[src/rtl/uart_rx_word_packer_if.sv]
// uart_rx_word_packer_if: byte-in / word-out bundle between the UART receiver, the packer and the word consumer
// master drives rx_data/rx_done and observes results; slave is the packer itself.
interface uart_rx_word_packer_if #(parameter int DATA_BYTES = 8);
  logic [7:0] rx_data;
  logic rx_done;
  logic [8*DATA_BYTES-1:0] data_out_64;
  logic data_out_done;
  logic busy;
  logic frame_err;
  logic chk_err;
  modport master(output rx_data, rx_done, input data_out_64, data_out_done, busy, frame_err, chk_err);
  modport slave(input rx_data, rx_done, output data_out_64, data_out_done, busy, frame_err, chk_err);
endinterface

[src/rtl/uart_rx_word_packer.sv]
// uart_rx_word_packer: packs received UART bytes MSB-first into a DATA_BYTES word, dropping partial words on inter-byte timeout
// Ports: clk, rst (sync, active-high); bus.rx_data/rx_done in; bus.data_out_64, data_out_done, busy, frame_err, chk_err out.
// Optional macro PACKER_CHECKSUM_EN: expects a trailing XOR checksum byte per word, mismatch pulses chk_err.
module uart_rx_word_packer #(
  parameter int DATA_BYTES = 8,
  parameter int TIMEOUT_CYCLES = 43400
) (
  input logic clk,
  input logic rst,
  uart_rx_word_packer_if.slave bus
);
  localparam int W = 8 * DATA_BYTES;
  localparam int CW = $clog2(DATA_BYTES + 1);
  localparam int TW = $clog2(TIMEOUT_CYCLES + 1);
`ifdef PACKER_CHECKSUM_EN
  typedef enum logic [1:0] {IDLE, RECV, CHECK} state_t;
  logic [7:0] xacc;
  logic cerr_q;
`else
  typedef enum logic [1:0] {IDLE, RECV} state_t;
`endif
  state_t state;
  logic [W-1:0] shreg, data_q, next_sh;
  logic [CW-1:0] byte_cnt, next_cnt;
  logic [TW-1:0] timer;
  logic done_q, ferr_q, last, timeout;
  always_comb begin
    next_sh = ((state == IDLE) ? '0 : (shreg << 8)) | W'(bus.rx_data);
    next_cnt = (state == IDLE) ? CW'(1) : byte_cnt + 1'b1;
    last = next_cnt == CW'(DATA_BYTES);
    timeout = timer == TW'(TIMEOUT_CYCLES - 1);
  end
  always_ff @(posedge clk) begin
    if (rst) begin
      state <= IDLE;
      shreg <= '0;
      byte_cnt <= '0;
      timer <= '0;
      data_q <= '0;
      done_q <= 1'b0;
      ferr_q <= 1'b0;
`ifdef PACKER_CHECKSUM_EN
      xacc <= '0;
      cerr_q <= 1'b0;
`endif
    end else begin
      done_q <= 1'b0;
      ferr_q <= 1'b0;
`ifdef PACKER_CHECKSUM_EN
      cerr_q <= 1'b0;
`endif
      if (bus.rx_done) begin
        timer <= '0;
`ifdef PACKER_CHECKSUM_EN
        if (state == CHECK) begin
          state <= IDLE;
          byte_cnt <= '0;
          if (bus.rx_data == xacc) begin
            data_q <= shreg;
            done_q <= 1'b1;
          end else cerr_q <= 1'b1;
        end else begin
          shreg <= next_sh;
          xacc <= ((state == IDLE) ? 8'h00 : xacc) ^ bus.rx_data;
          state <= last ? CHECK : RECV;
          byte_cnt <= last ? '0 : next_cnt;
        end
`else
        shreg <= next_sh;
        if (last) begin
          data_q <= next_sh;
          done_q <= 1'b1;
          state <= IDLE;
          byte_cnt <= '0;
        end else begin
          state <= RECV;
          byte_cnt <= next_cnt;
        end
`endif
      end else if (state != IDLE) begin
        if (timeout) begin
          state <= IDLE;
          ferr_q <= 1'b1;
          byte_cnt <= '0;
          timer <= '0;
        end else timer <= timer + 1'b1;
      end
    end
  end
  assign bus.data_out_64 = data_q;
  assign bus.data_out_done = done_q;
  assign bus.frame_err = ferr_q;
  assign bus.busy = state != IDLE;
`ifdef PACKER_CHECKSUM_EN
  assign bus.chk_err = cerr_q;
`else
  assign bus.chk_err = 1'b0;
`endif
endmodule

[src/flat_wrapper.sv]
// flat-port wrapper written by rule: the top's interface ports become plain ports
module uart_rx_word_packer_flat 
#(
  parameter int DATA_BYTES = 8,
  parameter int TIMEOUT_CYCLES = 43400
)
  (clk, rst, bus_rx_data, bus_rx_done, bus_data_out_64, bus_data_out_done, bus_busy, bus_frame_err, bus_chk_err);
  uart_rx_word_packer_if #(.DATA_BYTES(DATA_BYTES)) bus_i ();
  input logic clk;
  input logic rst;
  input wire logic [$bits(bus_i.rx_data)-1:0] bus_rx_data;
  input wire logic [$bits(bus_i.rx_done)-1:0] bus_rx_done;
  output wire logic [$bits(bus_i.data_out_64)-1:0] bus_data_out_64;
  output wire logic [$bits(bus_i.data_out_done)-1:0] bus_data_out_done;
  output wire logic [$bits(bus_i.busy)-1:0] bus_busy;
  output wire logic [$bits(bus_i.frame_err)-1:0] bus_frame_err;
  output wire logic [$bits(bus_i.chk_err)-1:0] bus_chk_err;
  assign bus_i.rx_data = bus_rx_data;
  assign bus_i.rx_done = bus_rx_done;
  assign bus_data_out_64 = bus_i.data_out_64;
  assign bus_data_out_done = bus_i.data_out_done;
  assign bus_busy = bus_i.busy;
  assign bus_frame_err = bus_i.frame_err;
  assign bus_chk_err = bus_i.chk_err;
  uart_rx_word_packer #(.DATA_BYTES(DATA_BYTES), .TIMEOUT_CYCLES(TIMEOUT_CYCLES)) u_core (.clk(clk), .rst(rst), .bus(bus_i));
endmodule
[config.mk]
export PLATFORM = sky130hd
export DESIGN_NAME = uart_rx_word_packer_flat
export DESIGN_NICKNAME = d
export VERILOG_FILES = /design/src/rtl/uart_rx_word_packer_if.sv /design/src/rtl/uart_rx_word_packer.sv /design/src/flat_wrapper.sv
export SDC_FILE = /design/constraint.sdc
export NUM_CORES = 1
export LEC_CHECK = 0
export CAP_MARGIN = 20
export CORE_AREA = 2 2 108 110
export DETAILED_ROUTE_END_ITERATION = 16
export DIE_AREA = 0 0 110 112
export PLACE_DENSITY = 0.74
export SLEW_MARGIN = 30
export SYNTH_ARGS = -nofsm -noshare
export SYNTH_HDL_FRONTEND = slang
export SYNTH_SLANG_ARGS = --single-unit
[constraint.sdc]
create_clock -name clk -period 1.7 [get_ports clk]
set_input_delay 0.51 -clock clk [delete_from_list [all_inputs] [get_ports clk]]
set_output_delay 0.51 -clock clk [all_outputs]
set_load 0.01 [all_outputs]
### Word level (Yosys, flattened, before mapping)

Index checks and enable logic that the tools add are counted.

| storage, ports and cells | value |
|---|---|
| register bits after elaboration | 144 |
| bits of input ports | 11 |
| output and inout bits | 68 |
| word-level logic and storage cells | 36 |

| operators by class | value |
|---|---|
| add/sub/neg operators | 2 |
| eq/ne operators | 2 |
| mux-type cells | 13 |
| bitwise operators | 3 |
| reduce and logical (&&, ||, !) cells | 9 |

Operator list:

| cell | number |
|---|---|
| $mux W64 | 1 |
| $or A64 B8 Y64 | 1 |
| $mux W4 | 5 |
| $add A16 B1 Y16 const B | 1 |
| $eq A16 B16 Y1 const B | 1 |
| $mux W16 | 1 |
| $mux W2 | 3 |
| $reduce_bool A2 Y1 | 3 |
| $add A4 B1 Y4 const B | 1 |
| $eq A4 B4 Y1 const B | 1 |
| $reduce_and A2 Y1 | 2 |
| $reduce_or A2 Y1 | 2 |
| $mux W1 | 3 |
| $reduce_or A3 Y1 | 1 |
| $logic_not A2 Y1 | 1 |
| $not A1 Y1 | 2 |

### Logic depth before layout (Yosys ltp)

| logic depth | value |
|---|---|
| depth after elaboration | 5 |
| gate-level depth with buffers | 7 |
| depth with buffers taken out | 5 |

### Worst setup path after synthesis

No wires, ideal clock.

| path | value |
|---|---|
| path kind | in2reg |
| start | input port bus_rx_done |
| end | register u_core.data_q[39], in the netlist u_core.bus.data_out_64[39] |
| setup time | 0.070 ns |
| arrival | 1.624 ns |
| data required time | 1.630 ns |
| path slack | 0.006 ns |
| stages | 7 |
| buffers on the path | 3 |
| path through | clkbuf_1 > and3b_1 > mux2i_1 > buf_2 > clkbuf_1 > o21ai_0 > a21oi_1 |

| between the ends | value |
|---|---|
| cells in the longest elaborated chain, start to end | 1 |

Ends and longest elaborated chain:

| element | line | RTL |
|---|---|---|
| from (decl) | flat_wrapper.sv:12 | `input wire logic [$bits(bus_i.rx_done)-1:0] bus_rx_done;` |
| $reduce_and A2 Y1 (no line) | n/a |  |
| to (signal assigned) | uart_rx_word_packer.sv:71 | `data_q <= next_sh;` |
| to (decl) | uart_rx_word_packer.sv:23 | `logic [W-1:0] shreg, data_q, next_sh;` |

No other way between the ends.
A chain may end at the register's enable or synchronous reset.

### Worst setup path in the final report

| path | value |
|---|---|
| start | register u_core.byte_cnt[0] |
| end | register u_core.data_q[61], in the netlist u_core.bus.data_out_64[61] |

| between the ends | value |
|---|---|
| cells in the longest elaborated chain, start to end | 4 |

Ends and longest elaborated chain:

| element | line | RTL |
|---|---|---|
| from (decl) | uart_rx_word_packer.sv:24 | `logic [CW-1:0] byte_cnt, next_cnt;` |
| from (signal assigned) | uart_rx_word_packer.sv:77 | `byte_cnt <= next_cnt;` |
| $add A4 B1 Y4 | uart_rx_word_packer.sv:29 | `next_cnt = (state == IDLE) ? CW'(1) : byte_cnt + 1'b1;` |
| $mux W4 | uart_rx_word_packer.sv:29 |  |
| $eq A4 B4 Y1 | uart_rx_word_packer.sv:30 | `last = next_cnt == CW'(DATA_BYTES);` |
| $reduce_and A2 Y1 (no line) | n/a |  |

No other way between the ends.

==> results.toml <==
[worst_setup_path]
startpoint_type = "flop"
required_ps = 2050
crit_arrival_ps = 2050
end_kind = "flop"
worst_path_max_delay_cell = "dfxtp_2"
crit_chain = "ha_2, xnor2_2, and3b_2, buf_4, clkbuf_16, nand4_1, a21oi_1"
cp_max_fo = 16
path_class = "flop to flop"
cp_slowest_stage_delay_ps = 380
critPathBufInv = 2
cp_top_family = "flip-flops"

[drt]
drc = 0
drt_iter0_markers = 329
postRouteWirelength_um = 13600
ant_nets = 0
vias = 4598
dr.pass1.iters = 5
drt-vias-per-instance = 5.90
avgRoutedWirePerCell_um = 17.5

[floorplanning]
ios = 79
dieWidth_um = 110
dieArea_mm2 = 0.0123
dieHeight_um = 112
initial_utilization_pct = 47.1
core_mm2 = 0.0112
num_rows = 39

[clocking]
cts.sinks = 143
hold_buffers = 0
clk_latency_ps = 410
clk_pin_slew_worst_paths_ps = 60
htree_levels = 4
cts.path.max_buffers = 2
numCtsBuffers = 17
cts_root_buffer = "clkbuf_16"
cts_tree = "yes"

[grt]
grt.met3_usage_pct = 5.56
grt_usage_pct = 21.8
grt_start_max_net_pins = 50
use_met2_pct = 34.6
grt-ovfl-total = 0
busiest_layer = "met2"
grt_pass1_wl_um = 21300
gr-usage-met1_pct = 28.5
grt_pass1_vias = 4366
antenna_found_initial = 0

[synth]
synth_edf_count = 0
synth-seq-cells = 143
synth_top_area_share_pct = 54.4
yosys-top-cells-area = "dfxtp_1 54%, a22o_1 8.0%, nand4_1 7.1%, a21oi_1 6.6%, o21ai_0 6.1%"
avgSynthCellArea_um2 = 9.58
yosysSeqAreaShare_pct = 54.4
synth-main-ff-cell = "dfxtp_1"
syn-num-nets = 562
async_reset_ff_share_pct = 0
syn_area_mm2 = 0.00526
ys_types = 38
yosysWarnings = 0
synthCells = 549
synth_top_cell_by_area = "dfxtp_1"

[placed_design]
dp_hpwl_um = 8370
io_buffers = 77
placed_cell_area_mm2 = 0.00635
gp_congestion = 0.812
dp_cells = 739

[timing]
maxSlewViolCount = 0
hold_viol_final = 0
setup_viol = 0
period_share_pct = 100
skew_ps = 5.38
fin_crit_ps = 1700
fmax_mhz = 589

[cells_and_area]
antenna_cells = 0
finalInstanceArea_mm2 = 0.00703
finalCoreUtilization_pct = 62.9
layoutNonFillerInstCount = 779
synthToLayoutAreaGrowth_pct = 33.7
drive_above_1_share_pct = 13.1
num-nets-final = 636

[power]
power_leakage_nw = 2.82
swShare_pct = 21.4
clkPwrFrac_pct = 50.6
power_frac_comb_pct = 4.9
seq_power_share_pct = 44.6
p_int_mw = 6.00
ir_worst_vdd_uv = 632
p_sw_mw = 1.63
power.density_mw_per_mm2 = 1080

[run_status]
status = "completed"

[hold_path]
min_path_type = "flop to flop"

[flow_run]
max_cap_viol_count = 0
worst reg2reg max path, cell delays in order (launching register included):
cell and delay [ps]:
dfxtp_2 380, ha_2 250, xnor2_2 140, and3b_2 230, buf_4 160, clkbuf_16 180
nand4_1 110, a21oi_1 170
cells in the final DEF (no fill, tap or decap), types with 21 or more instances in the layout:
cell / n
a21oi_1: 66
a22o_1: 48
buf_4: 21
clkbuf_16: 21
dfxtp_1: 140
dlygate4sd2_1: 67
nand4_1: 60
nor2_1: 25
o21ai_0: 59
cell families after synthesis:
group | share of synthesized area (%)
AO/OA/AOI/OAI | 21.5
AND/OR/NAND/NOR | 14.3
buffers and inverters | 4.61
other | 0.0713
multiplexers | 2.12
flip-flops | 54.4
adder cells (fa/ha/maj) | 0.476
XOR/XNOR | 2.50
registers in the layout, indices dropped and copies added (netlist names):
signal and flops:
u_core.state 1, u_core.bus.data_out_done 1, u_core.byte_cnt 4, u_core.shreg 56
u_core.bus.data_out_64 64, u_core.timer 16, u_core.bus.frame_err 1
per-layer routing:
layer	up-vias	share of wire, %
met5	-	0
met4	0	2.1
met3	26	5.4
met2	148	49
met1	2238	44
li1	2186	-
path summary, 6_finish.rpt:
check,startpoint,endpoint,slack (ps),cells after the start
max reg2reg,u_core.byte_cnt[0],u_core.bus.data_out_64[61],0.8,7
min,u_core.bus.data_out_64[60],u_core.bus.data_out_64[60],470,2
min reg2reg,u_core.bus.data_out_64[60],u_core.bus.data_out_64[60],470,2
max,u_core.byte_cnt[0],u_core.bus.data_out_64[61],0.8,7
cell type report:
type,count,area (um^2)
clock buffers,20,447
flip-flops and latches,143,2870
well taps,143,179
clock inverters,12,166
repair buffers,113,1160
fillers,896,4140
inverters,2,7.51
multi-input cells,346,2210
cell usage after synthesis, drive strengths merged, types with 2 or more instances:
master  instances
dfxtp         143
a21oi          69
o21ai          64
nand4          62
a22o           48
clkbuf         37
nor2           27
buf            21
nand3          11
xnor2          11
mux2i          10
nand2           7
nor3            6
xor2            4
and3            3
nor4            3
and3b           2
ha              2
inv             2
nand3b          2
nor4b           2
power by group through the flow:
stage	logic, mW	registers (mW)	clock network [mW]
2_1_floorplan	0.193	3.46	0
3_3_place_gp	0.314	3.47	0
3_5_place_dp	0.320	3.47	0
4_1_cts	0.323	3.40	3.89
5_1_grt	0.399	3.40	4.07
6_report	0.371	3.40	3.86
repair_timing:
action                     in CTS  in global routing
gates resized for setup        68                 12
gates cloned                    0                  4
setup endpoints to repair      72                109
pin swaps                       1                  5
setup buffers                   0                  4
per-stage QoR:
| stage | setup WS, ps | setup TNS [ps] | hold WS [ps] | power, mW |
|---|---|---|---|---|
| final | 0.803 | 0 | 472 | 7.63 |
| after global routing | -69.8 | -2770 | 488 | 7.87 |
| after CTS | -11.4 | -11.4 | 476 | 7.61 |
| after detailed placement | -375 | -42550 | 466 | 3.79 |
| after global placement | -335 | -38100 | 461 | 3.78 |
| after floorplan | 5.99 | 0 | 447 | 3.66 |
Power figures use the tool's default switching activity.
==> variant, RTL diff (same flow settings) <==
`TIMEOUT_CYCLES` is set to 43400 in 2 places; all go to 21700.
--- a/src/rtl/uart_rx_word_packer.sv
+++ b/src/rtl/uart_rx_word_packer.sv
@@ -3,7 +3,7 @@
 // Optional macro PACKER_CHECKSUM_EN: expects a trailing XOR checksum byte per word, mismatch pulses chk_err.
 module uart_rx_word_packer #(
   parameter int DATA_BYTES = 8,
-  parameter int TIMEOUT_CYCLES = 43400
+  parameter int TIMEOUT_CYCLES = 21700
 ) (
   input logic clk,
   input logic rst,
--- a/src/flat_wrapper.sv
+++ b/src/flat_wrapper.sv
@@ -2,7 +2,7 @@
 module uart_rx_word_packer_flat 
 #(
   parameter int DATA_BYTES = 8,
-  parameter int TIMEOUT_CYCLES = 43400
+  parameter int TIMEOUT_CYCLES = 21700
 )
   (clk, rst, bus_rx_data, bus_rx_done, bus_data_out_64, bus_data_out_done, bus_busy, bus_frame_err, bus_chk_err);
   uart_rx_word_packer_if #(.DATA_BYTES(DATA_BYTES)) bus_i ();
Function: same outputs for any inputs over 4 cycles, from zero or initial values and one cycle with rst high; that may be too few to reach the edited logic, so the function may still have changed.
==> variant against the original RTL <==
Synthesized cell count shrank 0.91%. Via count grew 0.70%. Maximum frequency grew 0.35%. Wire length grew 5.0%. Combinational power shrank 22%. Clock skew grew 0.0054 ns. Global-route usage grew 0.41 points. Critical path depth shrank 1. Setup slack gained 0.0060 ns. Core utilization grew 0.69 points. Power shrank 0.70%. Critical endpoint is now u_core.bus.data_out_64[46]$_SDFFE_PP0P_. Area after synthesis shrank 0.19%. Final area grew 1.1%. Sequential cell count shrank 1.
==> variant: results (changes against the original RTL) <==
wl_met2_um: 6960  # was 6650 um
internal-power_w: 0.00595  # was 0.00600 W
crit_path_end: "u_core.bus.data_out_64[46]$_SDFFE_PP0P_"  # was u_core.bus.data_out_64[61]$_SDFFE_PP0P_
synthAdderAreaFrac: 0.00477  # was 0.00476
fin_cells: 775  # was 779
outcome: "completed"  # unchanged
synth_nets: 557  # was 562
vias: 4630  # was 4598
placed_cells: 733  # was 739
cp_slowest_stage_delay_ns: 0.34  # was 0.38 ns
skew_ns: 0.0108  # was 0.00538 ns
wl_met3_um: 994  # was 741 um
leakagePower_nw: 2.84  # was 2.82 nW
fin_nets: 632  # was 636
timing.fmax_ghz: 0.591  # was 0.589 GHz
drt_first_pass_iters: 8  # was 5
met1_length_um: 6030  # was 5930 um
synthDistinctLibCells: 37  # was 38
synth_common_cells: "dfxtp_1, a21oi_1, o21ai_0"  # unchanged
critPathTopFamily: "simple AND/OR/NAND/NOR gates"  # was flip-flops
worstRegToRegCells: 6  # was 7
hpwlAfterDp_um: 8190  # was 8370 um
synthCells: 544  # was 549
r2r-start: "u_core.byte_cnt[1]$_SDFFE_PP0P_"  # was u_core.byte_cnt[0]$_SDFFE_PP0P_
gp_congestion: 0.809  # was 0.812
synthXorXnorAreaFrac: 0.0284  # was 0.0250
comb_power_w: 0.000289  # was 0.000371 W
met2_usage: 0.339  # was 0.346
grt_pass1_wl_um: 21400  # was 21300 um
synth_mux_area_frac: 0.0172  # was 0.0212
grt.total_usage: 0.222  # was 0.218
netSwitchingFraction: 0.215  # was 0.214
first_iter_violations: 297  # was 329
postPlaceCellArea_mm2: 0.00627  # was 0.00635 mm^2
gr-usage-met3: 0.0621  # was 0.0556
wl_per_cell_um: 18.4  # was 17.5 um
synth-compound-area-share: 0.209  # was 0.215
grt_max_degree: 55  # was 50
drive_gt1_frac: 0.149  # was 0.131
crit_fanout: 8  # was 16
fillers: 841  # was 896
==> variant: cell types whose count changed after synthesis, sizes merged, moves of 4 or more <==
| cell | before | now |
|---|---|---|
| clkbuf | 37 | 33 |
| a21oi | 69 | 65 |
| buf | 21 | 25 |
| nand3 | 11 | 16 |
==> variant: logic make-up (layout without fill, tap and decap cells) <==
logic type	after synthesis	in the layout
AOI/OAI and AO/OA	181	181
xor gates and xnor gates	17	17
adders and majority gates	2	2
buffers and inverters	60	147
DFF	142	142
muxes	9	9
other	1	1
and+or+nand+nor	132	133
==> variant: cell type report <==
type,count,share of cell area
multi-input cells,343,0.314
clock buffers,21,0.0676
repair buffers,113,0.170
inverters,2,0.00106
clock inverters,11,0.0213
flip-flops and latches,142,0.401
well taps,143,0.0252
==> variant: how the worst min path moves through the flow <==
stage                                                  startpoint                                 endpoint  slack [ns]  cells after the start
after floorplan                     u_core.shreg[55]$_SDFFE_PP0P_            u_core.shreg[55]$_SDFFE_PP0P_        0.45                      1
after global placement    u_core.bus.data_out_64[12]$_SDFFE_PP0P_  u_core.bus.data_out_64[12]$_SDFFE_PP0P_        0.46                      2
after detailed placement  u_core.bus.data_out_64[28]$_SDFFE_PP0P_  u_core.bus.data_out_64[28]$_SDFFE_PP0P_        0.47                      2
after CTS                 u_core.bus.data_out_64[59]$_SDFFE_PP0P_  u_core.bus.data_out_64[59]$_SDFFE_PP0P_        0.47                      2
after global routing      u_core.bus.data_out_64[28]$_SDFFE_PP0P_  u_core.bus.data_out_64[28]$_SDFFE_PP0P_        0.49                      2
final                      u_core.bus.data_out_64[9]$_SDFFE_PP0P_   u_core.bus.data_out_64[9]$_SDFFE_PP0P_        0.47                      2
